<file path="config.mk">
export PLATFORM = sky130hd
export DESIGN_NAME = dac_spi_multich
export DESIGN_NICKNAME = d
export VERILOG_FILES = /design/src/rtl/dac_spi_multich.sv
export SDC_FILE = /design/constraint.sdc
export NUM_CORES = 1
export LEC_CHECK = 0
export CAP_MARGIN = 20
export CORE_ASPECT_RATIO = 1.25
export CORE_MARGIN = 8
export CORE_UTILIZATION = 50
export DETAILED_ROUTE_END_ITERATION = 10
export PLACE_DENSITY = 0.78
export SLEW_MARGIN = 15
export SYNTH_ARGS = -nofsm -noshare
export SYNTH_HDL_FRONTEND = slang
export SYNTH_SLANG_ARGS = --single-unit
</file>
<file path="constraint.sdc">
create_clock -name clk -period 4.3 [get_ports clk]
set_input_delay 0.645 -clock clk [delete_from_list [all_inputs] [get_ports clk]]
set_output_delay 0.645 -clock clk [all_outputs]
set_load 0.05 [all_outputs]
</file>
<file path="src/rtl/dac_spi_multich.sv">
// dac_spi_multich: scans the enabled channel words out to a SPI DAC, one chip-select frame per channel.
// Frame = DATA_W bits MSB first (sclk high then low per bit), a hold phase with sclk high, then a cs_n-high gap.
module dac_spi_multich #(
  parameter int DATA_W  = 16,
  parameter int NCH     = 2,
  parameter int CLK_DIV = 4,
  parameter int CS_GAP  = 2,
  localparam int IDX_W  = NCH > 1 ? $clog2(NCH) : 1
) (
  input  logic                    clk,
  input  logic                    rst_n,
  input  logic                    sending_start,
  input  logic [NCH-1:0]          ch_en,
  input  logic [NCH*DATA_W-1:0]   ch_data,
  output logic                    busy,
  output logic                    sending_done,
  output logic [IDX_W-1:0]        ch_idx,
  output logic                    dac_cs_n,
  output logic                    dac_sclk,
  output logic                    dac_din
);
  localparam int CNT_MAX = CLK_DIV > CS_GAP ? CLK_DIV : CS_GAP;
  localparam int CNT_W   = CNT_MAX > 1 ? $clog2(CNT_MAX) : 1;
  localparam int BIT_W   = DATA_W > 1 ? $clog2(DATA_W) : 1;

  typedef enum logic [2:0] {IDLE, SHIFT, HOLD, GAP, DONE} state_t;

  state_t                state_q, state_d;
  logic [CNT_W-1:0]      cnt_q, cnt_d;
  logic [BIT_W-1:0]      bit_q, bit_d;
  logic                  ph_q, ph_d;
  logic [NCH-1:0]        en_q, en_d;
  logic [NCH*DATA_W-1:0] data_q, data_d;
  logic [IDX_W-1:0]      idx_q, idx_d, first_idx, next_idx;
  logic                  has_next, div_end, gap_end;
  logic [DATA_W-1:0]     word;

  // Descending scan leaves the lowest qualifying index in each result.
  always_comb begin
    first_idx = '0;
    next_idx  = '0;
    has_next  = 1'b0;
    for (int k = NCH - 1; k >= 0; k--) begin
      if (ch_en[k]) first_idx = IDX_W'(k);
      if (en_q[k] && IDX_W'(k) > idx_q) begin
        next_idx = IDX_W'(k);
        has_next = 1'b1;
      end
    end
  end

  assign div_end = cnt_q == CNT_W'(CLK_DIV - 1);
  assign gap_end = cnt_q == CNT_W'(CS_GAP - 1);
  assign word    = data_q[idx_q*DATA_W +: DATA_W];

  always_comb begin
    state_d = state_q;
    cnt_d   = cnt_q + CNT_W'(1);
    bit_d   = bit_q;
    ph_d    = ph_q;
    en_d    = en_q;
    data_d  = data_q;
    idx_d   = idx_q;
    case (state_q)
      IDLE: begin
        cnt_d = '0;
        if (sending_start) begin
          state_d = |ch_en ? SHIFT : DONE;
          if (|ch_en) begin
            en_d   = ch_en;
            data_d = ch_data;
            idx_d  = first_idx;
            bit_d  = BIT_W'(DATA_W - 1);
            ph_d   = 1'b0;
          end
        end
      end
      SHIFT: if (div_end) begin
        cnt_d = '0;
        ph_d  = ~ph_q;
        if (ph_q) begin
          bit_d   = bit_q - BIT_W'(1);
          state_d = bit_q == '0 ? HOLD : SHIFT;
        end
      end
      HOLD: if (div_end) begin
        cnt_d   = '0;
        state_d = GAP;
      end
      GAP: if (gap_end) begin
        cnt_d   = '0;
        state_d = has_next ? SHIFT : DONE;
        idx_d   = has_next ? next_idx : idx_q;
        bit_d   = BIT_W'(DATA_W - 1);
        ph_d    = 1'b0;
      end
      default: begin
        cnt_d   = '0;
        state_d = IDLE;
      end
    endcase
  end

  always_ff @(posedge clk or negedge rst_n) begin
    if (!rst_n) begin
      state_q <= IDLE;
      cnt_q   <= '0;
      bit_q   <= '0;
      ph_q    <= 1'b0;
      en_q    <= '0;
      data_q  <= '0;
      idx_q   <= '0;
    end else begin
      state_q <= state_d;
      cnt_q   <= cnt_d;
      bit_q   <= bit_d;
      ph_q    <= ph_d;
      en_q    <= en_d;
      data_q  <= data_d;
      idx_q   <= idx_d;
    end
  end

  assign busy         = state_q == SHIFT || state_q == HOLD || state_q == GAP;
  assign sending_done = state_q == DONE;
  assign ch_idx       = idx_q;
  assign dac_cs_n     = !(state_q == SHIFT || state_q == HOLD);
  assign dac_sclk     = !(state_q == SHIFT && ph_q);
  assign dac_din      = state_q == SHIFT && word[bit_q];
endmodule

</file>
==> impl_metrics.yaml <==
die:
  ios: 43
  dieArea_mm2: 0.007113
  row_count: 27
  die_height_um: 92.32
  coreArea_mm2: 0.004459
  start_util_pct: 52.24
  die_w_um: 77.06
worst_setup_path:
  critical_path.slowest_cell: "clkdlybuf4s50_1"
  rrSetupSlack_ps: 1810
  path_delay_family: "buffers and inverters"
  reg2reg_depth: 4
  arrival_ps: 2940
  crit_type: "flip-flop to primary output"
  crit_chain: "mux4_1 -> mux2i_1 -> mux2_4 -> a2111oi_4 -> clkdlybuf4s50_1"
  rr_startpoint: "state_q[0]"
  required_ps: 3650
  critPathMaxStageDelay_ps: 860
  critPathMaxFanout: 13
  critical_path_buf_inv_count: 1
  cp-start-kind: "flip-flop"
  r2r_end: "data_q[31]"
  worst_setup_path_end_kind: "primary output"
global_route:
  grt_max_degree: 45
  gr-total-overflow: 0
  grt_util_all_layers_pct: 13.32
  grt_pass1_vias: 1652
  antenna_found_initial: 0
  grt_pass1_wl_um: 7652
sta:
  drv_slew: 0
  finalWorstSetupSlack_ps: 714.1
  min_period_ps: 3586
  hold_viol: 0
  fin_setup_tns_ps: 0
  fin_worst_skew_ps: 6.332
  slew_headroom_pct: 37.15
  rsz0062_at_grt: "false"
  setup_viol: 0
  period_share_pct: 83.39
  fmax_mhz: 278.9
  worstMarginPinSlew_ps: 942.7
synthesis:
  ys.flop_type: "dfrtp_1"
  avgSynthCellArea_um2: 12.66
  synthCells: 184
  ys_ff_latch: 44
  netlist_area_mm2: 0.002330
  ys_seq_area_share_pct: 47.26
  syn_nets: 225
  synth_warnings: 0
  synthArstFlopShare_pct: 100.0
  ys_types: 43
  synth_edf_count: 0
clocking:
  cts-root-buf: "clkbuf_8"
  postCtsHoldBufs: 0
  cts_max_path_buffers: 2
  cts_inserted_buffers: 5
  post-cts-setup-buffers: 0
  clk_pin_slew_ps: 80
  htreeDepth: 2
  clock_sinks: 44
  cts_tree: "done"
  clock_latency_ps: 300
  cts.repair.resized: 0
route:
  post_drt_wl_per_cell_um: 15.37
  dr.pass1.iters: 4
  viasPerCell: 5.596
  ant_nets: 0
  vias: 1578
  drt_iter0_markers: 57
  drc: 0
  totalWireLength_um: 4333
run:
  cap_violations: 0
power:
  leakagePower_nw: 1.197
  power_density_mw_per_mm2: 652.2
  finalPower_w: 0.001862
  vdd_ir_drop_max_uv: 350.7
placement:
  dp_hpwl_um: 3307
  placed_area_mm2: 0.002761
  gp_congestion: 0.8177
  dp_slack_ps: 1069
  port_buffers: 42
finish:
  drive_gt1_share_pct: 9.375
  area.growth.synth_to_final_pct: 22.50
  nNetsFinal: 264
  diodes: 0
  design_area_mm2: 0.002854
hold_path:
  min_path_type: "primary input to async pin"
status:
  status: "completed"
metrics by stage:
step	cells	util, %	hold WS [ps]
2_1_floorplan	184	-	349.4
3_3_place_gp	274	61.92	471.0
3_5_place_dp	274	61.92	478.7
4_1_cts	282	64.00	497.5
5_1_grt	282	64.00	511.0
6_report	282	64.00	482.2
layout make-up:
class                           count  area [µm²]
Fill cell                         385        1605
Multi-Input combinational cell    120        1131
Sequential cell                    44        1101
Timing Repair Buffer               43       422.9
Clock buffer                        6       82.58
Tap cell                           58       72.57
Inverter                            9       33.78
Clock inverter                      2       10.01
worst register-to-register path, stage by stage, from the launching register on:
cell and delay (ps):
dfrtp_1 590, nor4_4 410, nand2_1 600, buf_4 440, mux2_1 330
synth_stat cells (2+ instances only):
cell / count / area share [%]
nor4_1: 3 / 0.81
mux2i_1: 7 / 3.0
or3_1: 3 / 0.81
o21ai_1: 2 / 0.43
nand2_1: 8 / 1.3
clkbuf_1: 2 / 0.32
mux2_1: 35 / 17
ha_1: 4 / 2.1
nor2b_1: 2 / 0.54
dfrtp_1: 44 / 47
inv_2: 4 / 0.64
buf_2: 6 / 1.3
nor2_1: 8 / 1.3
mux4_1: 6 / 6.8
nor3_1: 5 / 1.1
buf_4: 2 / 0.64
o21a_1: 2 / 0.64
inv_1: 5 / 0.81
and2_1: 2 / 0.54
o41ai_1: 3 / 1.1
a22oi_1: 2 / 0.64
nand3_1: 3 / 0.64
a21oi_1: 6 / 1.3
cell usage in the layout (no fill, tap or decap), types with 2 or more instances in the layout:
master,instances
inv_2,4
nor3_1,5
clkinv_2,2
clkbuf_8,6
nand3_1,3
ha_1,4
mux2_1,35
dfrtp_1,44
clkdlybuf4s50_1,41
mux4_1,6
o41ai_1,3
o21ai_1,2
nor4_1,3
nand2_1,8
or3_1,3
a22oi_1,2
inv_1,5
nor2b_1,2
o21a_1,2
a21oi_1,6
nor2_1,8
mux2i_1,7
and2_1,2
kinds of logic after synthesis:
family / share of synthesized area, %
multiplexers: 27.82
adder cells (fa/ha/maj): 2.148
flip-flops: 47.26
AND/OR/NAND/NOR: 9.614
XOR/XNOR: 0.3760
AO/OA/AOI/OAI: 8.593
buffers and inverters: 4.189
flip-flops by register name, summed over array words and instances, names as in the netlist:
signal,count
cnt_q,2
ch_idx,1
ph_q,1
en_q,1
bit_q,4
state_q,3
data_q,32
routing by layer:
metal / routed length [µm] / track usage [%]
met3: 150 / 2.805
met4: 104 / 8.202
met2: 2187 / 22.07
met5: 0 / 0
met1: 1890 / 15.51
where the power goes:
part | internal (W) | switching, W
Clock | 0.000128 | 0.000134
Sequential | 0.000611 | 0.000162
Combinational | 0.000431 | 0.000396
Total | 0.00117 | 0.000692
worst max-delay path by stage:
stage / start / to / slack, ps / cells after the start
detailed placement: ch_idx / dac_din / 1070 / 5
global placement: ch_idx / dac_din / 1070 / 5
global route: ch_idx / dac_din / 530 / 5
floorplan: ch_idx / dac_din / 1430 / 5
finish: ch_idx / dac_din / 710 / 5
CTS: ch_idx / dac_din / 690 / 5
Power figures use the tool's default switching activity.
